$ cat config.mk
export PLATFORM = sky130hd
export DESIGN_NAME = popcount_binarize_pack
export DESIGN_NICKNAME = d
export VERILOG_FILES = /design/src/rtl/popcount_binarize_pack_pkg.sv /design/src/rtl/popcount_binarize_pack_bin_neuron_acc.sv /design/src/rtl/popcount_binarize_pack.sv
export SDC_FILE = /design/constraint.sdc
export NUM_CORES = 1
export LEC_CHECK = 0
export ABC_AREA = 1
export ABC_CLOCK_PERIOD_IN_PS = 7700
export BUFFER_PORTS_ARGS = -buffer_cell sky130_fd_sc_hd__buf_4
export CORE_UTILIZATION = 47
export DETAILED_ROUTE_END_ITERATION = 12
export GPL_ROUTABILITY_DRIVEN = 0
export PLACE_DENSITY = 0.78
export SLEW_MARGIN = 30
export SYNTH_ARGS = -nofsm -noshare
export SYNTH_HDL_FRONTEND = slang
export SYNTH_SLANG_ARGS = --single-unit
$ cat constraint.sdc
create_clock -name clk -period 7.7 [get_ports clk]
set_input_delay 0.77 -clock clk [delete_from_list [all_inputs] [get_ports clk]]
set_output_delay 0.77 -clock clk [all_outputs]
set_load 0.05 [all_outputs]
$ cat src/rtl/popcount_binarize_pack_pkg.sv
// Shared definitions for the popcount binarize/pack block.
// Contents:
//   POP_CHUNK_BITS - bits covered by one popcount chunk
//   POP_SUM_W      - width of one chunk popcount sum
//   pbp_state_e    - output-side state (accumulating / word held)
//   acc_width()    - accumulator width for a given number of chunks per neuron
package popcount_binarize_pack_pkg;

  localparam int unsigned POP_CHUNK_BITS = 128;
  localparam int unsigned POP_SUM_W      = 8;

  typedef enum logic {
    StIdleAcc,
    StWordHeld
  } pbp_state_e;

  // Wide enough to hold the largest possible dot-product total, 128*chunks.
  function automatic int unsigned acc_width(input int unsigned chunks);
    return $clog2(POP_CHUNK_BITS * chunks + 1);
  endfunction

endpackage

$ cat src/rtl/popcount_binarize_pack_bin_neuron_acc.sv
// Per-neuron accumulator: sums CHUNKS chunk popcounts and compares the total
// against a threshold on the last chunk.
// Ports:
//   clk, rst_n   - clock, asynchronous active-low reset
//   i_valid      - a chunk sum is accepted this cycle
//   i_flush      - discard any partial neuron accumulation
//   i_sum        - chunk popcount sum
//   i_thr        - neuron threshold (used on the last chunk only)
//   i_inv        - invert the result bit (used on the last chunk only)
//   o_bit        - binarized result for the neuron completing this cycle
//   o_bit_valid  - o_bit is produced this cycle
module popcount_binarize_pack_bin_neuron_acc
  import popcount_binarize_pack_pkg::*;
#(
  parameter int unsigned CHUNKS = 4,
  parameter int unsigned SUM_W  = POP_SUM_W,
  parameter int unsigned ACC_W  = acc_width(CHUNKS)
) (
  input  logic             clk,
  input  logic             rst_n,
  input  logic             i_valid,
  input  logic             i_flush,
  input  logic [SUM_W-1:0] i_sum,
  input  logic [ACC_W-1:0] i_thr,
  input  logic             i_inv,
  output logic             o_bit,
  output logic             o_bit_valid
);

  localparam int unsigned CNT_W = (CHUNKS > 1) ? $clog2(CHUNKS) : 1;
  localparam logic [CNT_W-1:0] LAST_CNT = CNT_W'(CHUNKS - 1);

  logic [ACC_W-1:0] r_acc;
  logic [ACC_W-1:0] w_acc_d;
  logic [ACC_W-1:0] w_total;
  logic [CNT_W-1:0] r_cnt;
  logic [CNT_W-1:0] w_cnt_d;
  logic             w_last;

  always_comb begin
    w_total     = r_acc + ACC_W'(i_sum);
    w_last      = (r_cnt == LAST_CNT);
    o_bit       = (w_total >= i_thr) ^ i_inv;
    o_bit_valid = i_valid && w_last;

    w_acc_d = r_acc;
    w_cnt_d = r_cnt;
    if (i_valid) begin
      if (w_last) begin
        w_acc_d = '0;
        w_cnt_d = '0;
      end else begin
        w_acc_d = w_total;
        w_cnt_d = r_cnt + 1'b1;
      end
    end
    // A flush drops whatever part of a neuron has been summed so far.
    if (i_flush) begin
      w_acc_d = '0;
      w_cnt_d = '0;
    end
  end

  always_ff @(posedge clk or negedge rst_n) begin
    if (!rst_n) begin
      r_acc <= '0;
      r_cnt <= '0;
    end else begin
      r_acc <= w_acc_d;
      r_cnt <= w_cnt_d;
    end
  end

endmodule

$ cat src/rtl/popcount_binarize_pack.sv
// Consumer end of the XNOR-popcount datapath: accumulates chunk sums per neuron,
// binarizes each neuron against its threshold and packs the bits LSB first into
// WORD_W-bit activation words.
// Ports:
//   clk, rst_n          - clock, asynchronous active-low reset
//   in_valid / in_ready - input handshake for in_sum/in_thr/in_inv
//   in_sum              - chunk popcount, 0..128
//   in_thr, in_inv      - threshold and invert, sampled on a neuron's last chunk
//   flush               - emit the partially filled word (acts when in_ready=1)
//   out_valid/out_ready - output handshake for out_word/out_nbits
//   out_word            - packed bits, bit 0 = earliest neuron, unused bits 0
//   out_nbits           - number of valid bits in out_word, 1..128
module popcount_binarize_pack
  import popcount_binarize_pack_pkg::*;
#(
  parameter int unsigned CHUNKS = 4,
  parameter int unsigned SUM_W  = POP_SUM_W,
  parameter int unsigned ACC_W  = acc_width(CHUNKS),
  parameter int unsigned WORD_W = POP_CHUNK_BITS
) (
  input  logic              clk,
  input  logic              rst_n,
  input  logic              in_valid,
  output logic              in_ready,
  input  logic [SUM_W-1:0]  in_sum,
  input  logic [ACC_W-1:0]  in_thr,
  input  logic              in_inv,
  input  logic              flush,
  output logic              out_valid,
  input  logic              out_ready,
  output logic [WORD_W-1:0] out_word,
  output logic [7:0]        out_nbits
);

  localparam int unsigned CNT_W = $clog2(WORD_W + 1);
  localparam logic [CNT_W-1:0] FULL_CNT = CNT_W'(WORD_W);

  pbp_state_e        r_state;
  pbp_state_e        w_state_d;
  logic [WORD_W-1:0] r_pack;
  logic [WORD_W-1:0] w_pack_d;
  logic [WORD_W-1:0] w_pack_ins;
  logic [CNT_W-1:0]  r_bit_cnt;
  logic [CNT_W-1:0]  w_bit_cnt_d;
  logic [CNT_W-1:0]  w_bit_cnt_ins;
  logic [WORD_W-1:0] r_out_word;
  logic [WORD_W-1:0] w_out_word_d;
  logic [CNT_W-1:0]  r_out_nbits;
  logic [CNT_W-1:0]  w_out_nbits_d;
  logic              w_accept;
  logic              w_flush;
  logic              w_bit;
  logic              w_bit_valid;
  logic              w_emit;

  assign in_ready  = (r_state == StIdleAcc) || out_ready;
  assign w_accept  = in_valid && in_ready;
  assign w_flush   = flush && in_ready;
  assign out_valid = (r_state == StWordHeld);
  assign out_word  = r_out_word;
  assign out_nbits = 8'(r_out_nbits);

  popcount_binarize_pack_bin_neuron_acc #(
    .CHUNKS (CHUNKS),
    .SUM_W  (SUM_W),
    .ACC_W  (ACC_W)
  ) u_neuron_acc (
    .clk         (clk),
    .rst_n       (rst_n),
    .i_valid     (w_accept),
    .i_flush     (w_flush),
    .i_sum       (in_sum),
    .i_thr       (in_thr),
    .i_inv       (in_inv),
    .o_bit       (w_bit),
    .o_bit_valid (w_bit_valid)
  );

  // Pack contents and count as they stand once this cycle's bit (if any) lands,
  // so a coincident flush or the 128th bit sees the new bit.
  always_comb begin
    w_pack_ins    = r_pack | (WORD_W'(w_bit_valid & w_bit) << r_bit_cnt);
    w_bit_cnt_ins = r_bit_cnt + CNT_W'(w_bit_valid);
    w_emit        = (w_bit_cnt_ins == FULL_CNT) || (w_flush && (w_bit_cnt_ins != '0));
  end

  always_comb begin
    w_state_d     = r_state;
    w_pack_d      = w_pack_ins;
    w_bit_cnt_d   = w_bit_cnt_ins;
    w_out_word_d  = r_out_word;
    w_out_nbits_d = r_out_nbits;

    if (w_emit) begin
      w_out_word_d  = w_pack_ins;
      w_out_nbits_d = w_bit_cnt_ins;
      w_pack_d      = '0;
      w_bit_cnt_d   = '0;
    end

    // An emit in StWordHeld implies out_ready=1, so the held word transfers
    // on the same edge the new one loads.
    unique case (r_state)
      StIdleAcc: begin
        if (w_emit) begin
          w_state_d = StWordHeld;
        end
      end
      StWordHeld: begin
        if (out_ready && !w_emit) begin
          w_state_d = StIdleAcc;
        end
      end
      default: w_state_d = StIdleAcc;
    endcase
  end

  always_ff @(posedge clk or negedge rst_n) begin
    if (!rst_n) begin
      r_state     <= StIdleAcc;
      r_pack      <= '0;
      r_bit_cnt   <= '0;
      r_out_word  <= '0;
      r_out_nbits <= '0;
    end else begin
      r_state     <= w_state_d;
      r_pack      <= w_pack_d;
      r_bit_cnt   <= w_bit_cnt_d;
      r_out_word  <= w_out_word_d;
      r_out_nbits <= w_out_nbits_d;
    end
  end

endmodule

==> results of run 1 <==
-- registers in the layout, summed over array words and instances (netlist names) --
name,count
out_word,128
out_valid,1
out_nbits,8
r_pack,128
r_bit_cnt,8
u_neuron_acc.r_cnt,2
u_neuron_acc.r_acc,10
-- cells in the final DEF (no fill, tap or decap), drive strengths merged, types with 2 or more instances in the layout --
cell type	count
nand2	402
dfrtp	285
inv	222
buf	171
a21oi	107
nand4	100
nor2	93
o21ai	48
clkbuf	38
a31oi	32
nand3	22
ha	21
xor2	12
clkinv	10
nor3	6
o22ai	3
bufinv	3
clkinvlp	3
o211ai	2
xnor2	2
o21bai	2
a22o	2
-- layout make-up --
type	instances	area, µm²
fillers	2260	11200
flip-flops and latches	285	7140
multi-input cells	858	4140
repair buffers	171	1330
inverters	224	851
clock buffers	38	790
well taps	335	419
clock inverters	14	156
-- report_power, final --
part / internal (mW) / leakage, nW / switching [mW]
registers: 1.96 / 3.86 / 0.309
logic: 0.832 / 3.54 / 2.39
clock network: 0.821 / 0.460 / 0.578
total: 3.61 / 7.86 / 3.28
-- worst max path at each step --
stage                          start            end  cells after the start
2_1_floorplan              in_sum[0]  out_word[112]                     21
3_3_place_gp               in_sum[0]   out_word[18]                     24
3_5_place_dp               in_sum[0]   out_word[54]                     24
4_1_cts        u_neuron_acc.r_acc[0]   out_word[54]                     23
5_1_grt        u_neuron_acc.r_acc[4]   out_word[99]                     24
6_report       u_neuron_acc.r_acc[0]   out_word[35]                     23
-- critical path, stage by stage, from the launching register on --
cell      delay [ns]
dfrtp_1         0.34
ha_1            0.16
inv_1           0.05
fa_1            0.40
o21ai_0         0.34
nand4_1         0.13
o211ai_1        0.13
xor2_1          0.22
inv_1           0.06
ha_1            0.26
nand2_1         0.06
nor2_1          0.14
nand3_1         0.11
nand3_1         0.08
nand2_1         0.05
nand2_1         0.11
nand2_1         0.08
nor2_1          0.14
nand2_1         0.10
nor2_1          0.69
nand4_1         0.24
nand2_1         0.16
nand2_1         0.07
nand2_1         0.08
-- metal layers --
metal  part of all wire [%]  wire (µm)
met1                     43      13700
met2                     47      15000
met3                    6.3       1990
met4                    3.0        965
met5                      0          0
-- stage by stage --
step,utilization [%],setup WS (ns),area [µm²]
floorplan,-,3.84,12500
global placement,53.1,2.83,13800
detailed placement,53.2,2.88,13900
CTS,56.9,3.34,14800
global route,56.9,2.95,14800
finish,56.9,3.42,14800
-- cells by family after synthesis --
family | Yosys count | share of synthesized area (%)
XOR/XNOR | 14 | 0.982
flip-flops | 285 | 57.1
buffers and inverters | 305 | 10.0
AO/OA/AOI/OAI | 198 | 8.52
AND/OR/NAND/NOR | 624 | 21.1
adder cells (fa/ha/maj) | 22 | 2.26
==> impl_metrics.csv, run 1 <==
group,metric,value,unit
outcome,status,"finished, final reports clean",
sta,fmax,233,MHz
global_routing,grtUsageMet3,3.44,%
power,power_density,465,mW/mm²
sta,rsz0062_at_grt,"no",
die,top_level_ports,162,
clocking,ctsResizeCount,0,
detailed_routing,vias,10220,
clocking,clock_latency,0.55,ns
clocking,tritoncts,"yes",
die,die_w,165,µm
critical_path,cp-start-kind,"flip-flop",
global_routing,grt_pass1_vias,9756,
clocking,cts_setup_buffers,0,
placement,portBuffers,161,
detailed_routing,drtAntennaViolNets,0,
critical_path,cp.arrival,4.76,ns
critical_path,regToRegStartpoint,"u_neuron_acc.r_acc[0]",
job,maxCapViolCount,0,
synthesis,synthDistinctLibCells,30,
die,coreArea,0.0261,mm²
power,peakVddDrop,0.000564,V
cells_and_area,area_growth,18.7,%
detailed_routing,drc,0,
synthesis,netlist_area,0.0125,mm²
global_routing,met2_usage,37.9,%
power,cellLeakagePower,7.86,nW
synthesis,synth_top_cells_by_count,"nand2_1 (402), dfrtp_1 (285), inv_1 (219)",
sta,clock_skew,0.0250,ns
synthesis,synth_top_area_share,57.1,%
synthesis,synth-edff-count,0,
cells_and_area,antenna_cells,0,
clocking,cts_htree_levels,1,
clocking,clock-sinks,285,
cells_and_area,final_nets,1615,
global_routing,grt_pass1_wl,50.2,mm
sta,period_share,55.6,%
detailed_routing,drt_first_pass_iters,6,
sta,timing_hold_violations_final,0,
global_routing,antenna_found_initial,0,
global_routing,top_usage_layer,"met2",
synthesis,async_flop_share,100,%
detailed_routing,via_per_inst,5.31,
sta,slew_headroom,33.6,%
die,start_util,47.9,%
sta,worst_slew_pin_slew,0.990,ns
detailed_routing,first_iter_violations,983,
critical_path,path_max_fanout,8,
sta,slew_violations,0,
critical_path,r2r_end,"out_word[35]",
global_routing,grt_max_degree,160,
sta,hold_ws,0.154,ns
die,fp-row-count,59,
synthesis,syn_area_per_cell,8.62,µm²
global_routing,use_met1,32.2,%
global_routing,grt_usage,23.6,%
sta,period_minus_slack,4.28,ns
detailed_routing,totalWireLength,31.7,mm
critical_path,worstSetupPathType,"reg2reg",
synthesis,synth_cells,1448,
critical_path,cp-end-kind,"flip-flop",
die,die-area,0.0272,mm²
detailed_routing,routedWlPerCell,16.5,µm
global_routing,grt_overflow,0,
clocking,cts_buffers,29,
synthesis,ys_ff_latch,285,
clocking,cts-root-buf,"clkbuf_16",
cells_and_area,layout-drive-gt1-share,14.5,%
die,die_y,165,µm
synthesis,yosys_warnings,0,
clocking,path_clk_slew,0.06,ns
power,power,6.89,mW
synthesis,yosysSeqAreaShare,57.1,%
clocking,clockBufferDepth,3,
clocking,cts-hold-fix-buffers,0,
cells_and_area,instances_no_fill,1925,
sta,tns,0,ns
synthesis,synth_top_cell_by_area,"dfrtp_1",
critical_path,crit_required,8.18,ns
critical_path,rrSetupSlack,3.42,ns
placement,post-place-cells,1873,
sta,finalSetupViolations,0,
synthesis,synthesis.nets,1494,
synthesis,synth-main-ff-cell,"dfrtp_1",
synthesis,yosysMostFrequentCell,"nand2_1",
placement,dp_hpwl,20.0,mm
min_path,hold_class,"in2async",
critical_path,reg2reg_depth,23,
synthesis,synth_area_leaders,"dfrtp_1 (57%), nand2_1 (12%), inv_1 (6.6%)",
(Power assumes the default switching activity.)
==> run 2, diff against run 1 <==
--- a/config.mk
+++ b/config.mk
@@ -6,7 +6,7 @@
 export NUM_CORES = 1
 export LEC_CHECK = 0
 export ABC_AREA = 1
-export ABC_CLOCK_PERIOD_IN_PS = 7700
+export ABC_CLOCK_PERIOD_IN_PS = 4400
 export BUFFER_PORTS_ARGS = -buffer_cell sky130_fd_sc_hd__buf_4
 export CORE_UTILIZATION = 47
 export DETAILED_ROUTE_END_ITERATION = 12
==> constraint.sdc (replaced) <==
create_clock -name clk -period 4.4 [get_ports clk]
set_input_delay 0.44 -clock clk [delete_from_list [all_inputs] [get_ports clk]]
set_output_delay 0.44 -clock clk [all_outputs]
set_load 0.05 [all_outputs]
==> run 2 against run 1 <==
Effect of this change:
- total power increased by 75%
- critical path depth decreased by 9
- via count about the same
- global-route usage increased by 0.16 points
- setup slack got worse by 3.0 ns
- clock power increased by 67%
- sequential cell count unchanged
- hold slack improved by 0.076 ns
- design area increased by 0.92%
- fmax increased by 8.7%
==> impl_metrics.csv, run 2 (synthesis results as in run 1) <==
group,metric,value,unit
detailed_routing,via_per_inst,5.25,
die,coreArea,0.0261,mm²
critical_path,path_max_fanout,80,
global_routing,grt_pass1_wl,50.8,mm
critical_path,cp-start-kind,"flip-flop",
cells_and_area,final_cell_mix,"nand2_1 (402), dfrtp_1 (284), inv_1 (218), buf_4 (189), a21oi_1 (107)",
detailed_routing,drc,0,
global_routing,use_met1,32.0,%
global_routing,grt_usage,23.8,%
job,maxCapViolCount,0,
die,start_util,47.9,%
detailed_routing,routedWlPerCell,16.4,µm
placement,dp_hpwl,20.7,mm
cells_and_area,finalInstanceArea,0.0150,mm²
clocking,path_clk_slew,0.06,ns
critical_path,worstSetupPathType,"reg2reg",
cells_and_area,instances_no_fill,1948,
die,die_y,165,µm
clocking,cts_buffers,29,
cells_and_area,area_growth,19.8,%
sta,finalSetupViolations,0,
global_routing,grt_pass1_vias,9975,
die,top_level_ports,162,
detailed_routing,vias,10223,
detailed_routing,drt_first_pass_iters,6,
die,die_w,165,µm
outcome,status,"finished, final reports clean",
global_routing,met2_usage,38.8,%
clocking,tritoncts,"yes",
sta,slew_violations,0,
power,internal_power,6.33,mW
die,fp-row-count,59,
placement,postPlaceCellArea,0.0141,mm²
cells_and_area,layout-drive-gt1-share,15.3,%
critical_path,crit_required,4.82,ns
cells_and_area,utilization,57.4,%
sta,clock_skew,0.00928,ns
cells_and_area,fill_cells,2279,
global_routing,top_usage_layer,"met2",
sta,fmax,254,MHz
clocking,clockBufferDepth,3,
cells_and_area,mostFrequentLayoutCell,"nand2_1",
clocking,cts-root-buf,"clkbuf_16",
sta,slew_headroom,37.3,%
clocking,clock_latency,0.54,ns
clocking,clock-sinks,285,
clocking,cts_htree_levels,1,
detailed_routing,totalWireLength,31.9,mm
sta,setup_slack,0.458,ns
power,cellLeakagePower,7.96,nW
global_routing,grt_overflow,0,
global_routing,grtUsageMet3,3.54,%
power,pwr-share-comb,48.0,%
cells_and_area,final_nets,1639,
placement,post-place-cells,1896,
critical_path,cp-end-kind,"flip-flop",
sta,period_share,89.6,%
power,p_clk_share,19.3,%
power,p_seq_share,32.7,%
die,die-area,0.0272,mm²
power,swShare,47.6,%
placement,portBuffers,161,
global_routing,antenna_found_initial,0,
global_routing,grt_max_degree,117,
critical_path,cp.arrival,4.37,ns
sta,worst_slew_pin_slew,0.940,ns
cells_and_area,antenna_cells,0,
detailed_routing,drtAntennaViolNets,0,
sta,rsz0062_at_grt,"no",
power,peakVddDrop,0.000885,V
detailed_routing,first_iter_violations,733,
power,power_density,808,mW/mm²
placement,pre_cts_ws,0.142,ns
sta,period_minus_slack,3.94,ns
power,switching_power,5.76,mW
min_path,hold_class,"in2reg",
sta,timing_hold_violations_final,0,
sta,tns,0,ns
==> run 2: cell count changes in the layout (fill, tap and decap cells not counted), sizes merged <==
cell and change:
clkinvlp -3, clkbuf +8, bufinv -2, clkinv -4, dlygate4sd3 +1, buf +23
==> run 2: path summary, 6_finish.rpt <==
| check | startpoint | endpoint | slack, ns | cells past startpoint |
|---|---|---|---|---|
| worst max-delay path | out_valid | out_word[0] | 0.46 | 14 |
| worst min-delay path | out_ready | out_valid | 0.23 | 4 |
| worst max register to register | out_valid | out_word[0] | 0.46 | 14 |
| worst min register to register | out_word[5] | out_word[5] | 0.48 | 2 |
| max in group asynchronous | rst_n | r_pack[30] | 2.79 | 3 |
| min in group asynchronous | rst_n | out_word[64] | 0.50 | 2 |
==> run 2: power by group through the flow <==
stage	logic, mW	clock network, mW	registers [mW]
global route	6.24	2.47	4.02
detailed placement	5.82	0	3.97
global placement	5.71	0	3.97
finish	5.80	2.34	3.95
CTS	5.84	2.38	3.95
floorplan	2.04	0	6.03
==> run 2: metrics by stage <==
stage | hold WS, ns | total power, mW
2_1_floorplan | 0.144 | 8.07
3_3_place_gp | 0.468 | 9.68
3_5_place_dp | 0.466 | 9.79
4_1_cts | 0.218 | 12.2
5_1_grt | 0.234 | 12.7
6_report | 0.230 | 12.1
==> run 2: metal layers <==
layer / wire, µm / share of wire [%] / vias up
li1: - / - / 4879
met5: 0 / 0 / -
met4: 1020 / 3.2 / 0
met1: 13900 / 44 / 4945
met3: 1960 / 6.1 / 71
met2: 15000 / 47 / 328
==> run 2: cell type report <==
type,instances,area (µm²),share of cell area (%)
clock buffers,46,840,5.61
well taps,335,419,2.80
inverters,224,848,5.67
repair buffers,195,1520,10.2
multi-input cells,858,4140,27.7
clock inverters,5,53.8,0.360
flip-flops and latches,285,7130,47.7
==> run 2: worst max-delay path, stage by stage (launching register included) <==
cell and delay (ns):
dfrtp_1 0.37, nand2_1 0.13, nand2_1 0.10, nor2_1 0.35
ha_1 0.27, ha_1 0.19, nand3_1 0.12, xor2_1 0.20
nor4_1 0.31, nand3_1 0.21, o21ai_4 0.66, inv_8 0.37
buf_4 0.34, nand2_1 0.12, nand2_1 0.06
==> run 2: repair_timing <==
action	CTS	global route
buffers inserted	0	0
endpoints found under the hold margin	88	0
hold buffers	1	0
setup endpoints to repair	0	15
resized for setup	0	2
==> run 3, diff against run 2 <==
--- a/config.mk
+++ b/config.mk
@@ -8,6 +8,7 @@
 export ABC_AREA = 1
 export ABC_CLOCK_PERIOD_IN_PS = 4400
 export BUFFER_PORTS_ARGS = -buffer_cell sky130_fd_sc_hd__buf_4
+export CORE_MARGIN = 5
 export CORE_UTILIZATION = 47
 export DETAILED_ROUTE_END_ITERATION = 12
 export GPL_ROUTABILITY_DRIVEN = 0
==> run 3 against run 2 <==
Effect of this change:
- fmax down 2.3%
- sequential share of layout area down 0.17 points
- design area up 0.35%
- combinational power about the same
- critical endpoint is now r_pack[105]
- largest cell class unchanged
==> impl_metrics.csv, run 3 (synthesis results as in run 1) <==
group,metric,value,unit
outcome,status,"finished, final reports clean",
sta,tns,0,ns
clocking,cts_setup_buffers,0,
placement,dp_hpwl,21.0,mm
detailed_routing,via_per_inst,5.26,
sta,timing_hold_violations_final,0,
global_routing,grt_overflow,0,
detailed_routing,totalWireLength,32.3,mm
critical_path,crit_required,4.87,ns
clocking,tritoncts,"yes",
cells_and_area,layout-drive-gt1-share,15.3,%
global_routing,grtUsageMet3,3.67,%
global_routing,top_usage_layer,"met2",
critical_path,cp-start-kind,"flip-flop",
die,die_y,173,µm
min_path,min_from,"out_ready",
die,fp-row-count,59,
cells_and_area,antenna_cells,0,
job,maxCapViolCount,0,
clocking,cts-root-buf,"clkbuf_16",
cells_and_area,fill_cells,2269,
die,die_w,173,µm
detailed_routing,vias,10222,
critical_path,reg2reg_depth,21,
sta,rsz0062_at_grt,"no",
detailed_routing,drtAntennaViolNets,0,
critical_path,path_buf_inv,3,
min_path,hold_class,"in2reg",
clocking,cts_htree_levels,1,
critical_path,path_depth,21,
clocking,clockBufferDepth,3,
cells_and_area,final_nets,1637,
global_routing,grt_usage,21.0,%
critical_path,r2r_end,"r_pack[105]",
critical_path,cp-end-kind,"flip-flop",
power,peakVddDrop,0.000496,V
sta,slew_violations,0,
min_path,hold_path_depth,4,
global_routing,use_met1,28.2,%
critical_path,cp.arrival,4.50,ns
sta,hold_ws,0.223,ns
placement,portBuffers,161,
sta,period_minus_slack,4.03,ns
cells_and_area,instances_no_fill,1945,
clocking,path_clk_slew,0.06,ns
die,coreArea,0.0261,mm²
clocking,clock_latency,0.54,ns
clocking,cts_buffers,28,
detailed_routing,first_iter_violations,900,
sta,slew_headroom,35.5,%
die,die-area,0.0299,mm²
cells_and_area,area_growth,20.2,%
critical_path,cp_top_family,"simple AND/OR/NAND/NOR gates",
cells_and_area,final_cell_mix,"nand2_1 (402), dfrtp_1 (284), inv_1 (218), buf_4 (185), a21oi_1 (107)",
sta,worst_slew_pin_slew,0.966,ns
sta,finalSetupViolations,0,
critical_path,cp-endpoint,"r_pack[105]",
detailed_routing,drc,0,
critical_path,rrSetupSlack,0.37,ns
power,power,12.1,mW
critical_path,regToRegStartpoint,"u_neuron_acc.r_acc[0]",
global_routing,grt_max_degree,113,
detailed_routing,routedWlPerCell,16.6,µm
power,cellLeakagePower,7.98,nW
critical_path,path_max_fanout,4,
die,start_util,47.8,%
detailed_routing,drt_first_pass_iters,5,
die,top_level_ports,162,
placement,post-place-cells,1895,
critical_path,crit_path_max_incr_delay,0.40,ns
clocking,clock-sinks,285,
power,power_density,806,mW/mm²
critical_path,startpoint,"u_neuron_acc.r_acc[0]",
global_routing,grt_pass1_wl,52.4,mm
sta,clock_skew,0.00740,ns
sta,period_share,91.7,%
critical_path,crit_chain,"ha_1, inv_1, fa_1, o21ai_1, a21oi_1, o21bai_1, xor2_1, inv_1, ha_1, nand2_1, nor2_1, nand3_1, nand3_1, nand2_1, nand2_1, nand4_1, nor2_1, nand3_1, o21ai_0, inv_1, nor2_1",
global_routing,met2_usage,35.4,%
cells_and_area,mostFrequentLayoutCell,"nand2_1",
global_routing,grt_pass1_vias,10044,
critical_path,cpMaxStageDelayCell,"fa_1",
sta,fmax,248,MHz
critical_path,worstSetupPathType,"reg2reg",
global_routing,antenna_found_initial,0,
==> run 3: how the worst min path moves through the flow <==
stage,endpoint,slack (ns)
floorplan,out_nbits[0],0.14
global placement,out_word[19],0.47
detailed placement,out_word[53],0.44
CTS,out_valid,0.21
global route,out_valid,0.23
finish,out_valid,0.22
==> run 3: repair_timing <==
action | in CTS | in global routing
hold endpoints to repair | 68 | 0
endpoints found under the setup margin | 0 | 51
hold buffers | 1 | 0
resized for setup | 0 | 1
==> run 3: final cells by class <==
cell class | count | area, µm² | share of cell area (%)
Sequential cell | 285 | 7130 | 47.5
Multi-Input combinational cell | 858 | 4140 | 27.6
Timing Repair Buffer | 194 | 1560 | 10.4
Clock buffer | 45 | 856 | 5.70
Inverter | 224 | 848 | 5.65
Tap cell | 335 | 419 | 2.79
Clock inverter | 4 | 50.0 | 0.333
==> run 3: report_power, final <==
group	internal (mW)	leakage (nW)	switching, mW
clock	1.38	0.437	0.971
combinational	1.55	3.69	4.25
sequential	3.42	3.86	0.535
==> run 3: through the flow <==
| stage | util (%) | instance area, µm² | worst slack, ns |
|---|---|---|---|
| floorplan | - | 12500 | 0.870 |
| global placement | 53.8 | 14100 | 0.332 |
| detailed placement | 53.9 | 14100 | 0.245 |
| CTS | 57.4 | 15000 | 0.318 |
| global route | 57.4 | 15000 | 0.0217 |
| finish | 57.4 | 15000 | 0.367 |
==> run 3: worst register-to-register path: cells and delay by family (launching register included) <==
| family | cells | cell delay [ns] |
|---|---|---|
| AO/OA/AOI/OAI | 4 | 0.97 |
| buffers and inverters | 3 | 0.22 |
| AND/OR/NAND/NOR | 10 | 1.38 |
| adder cells (fa/ha/maj) | 3 | 0.83 |
| flip-flops | 1 | 0.35 |
| XOR/XNOR | 1 | 0.23 |
==> run 3: metal layers <==
metal  vias up  wire length [µm]
met3        64              1910
li1       4893                 -
met2       321             15500
met5         -                 0
met1      4944             14000
met4         0               930
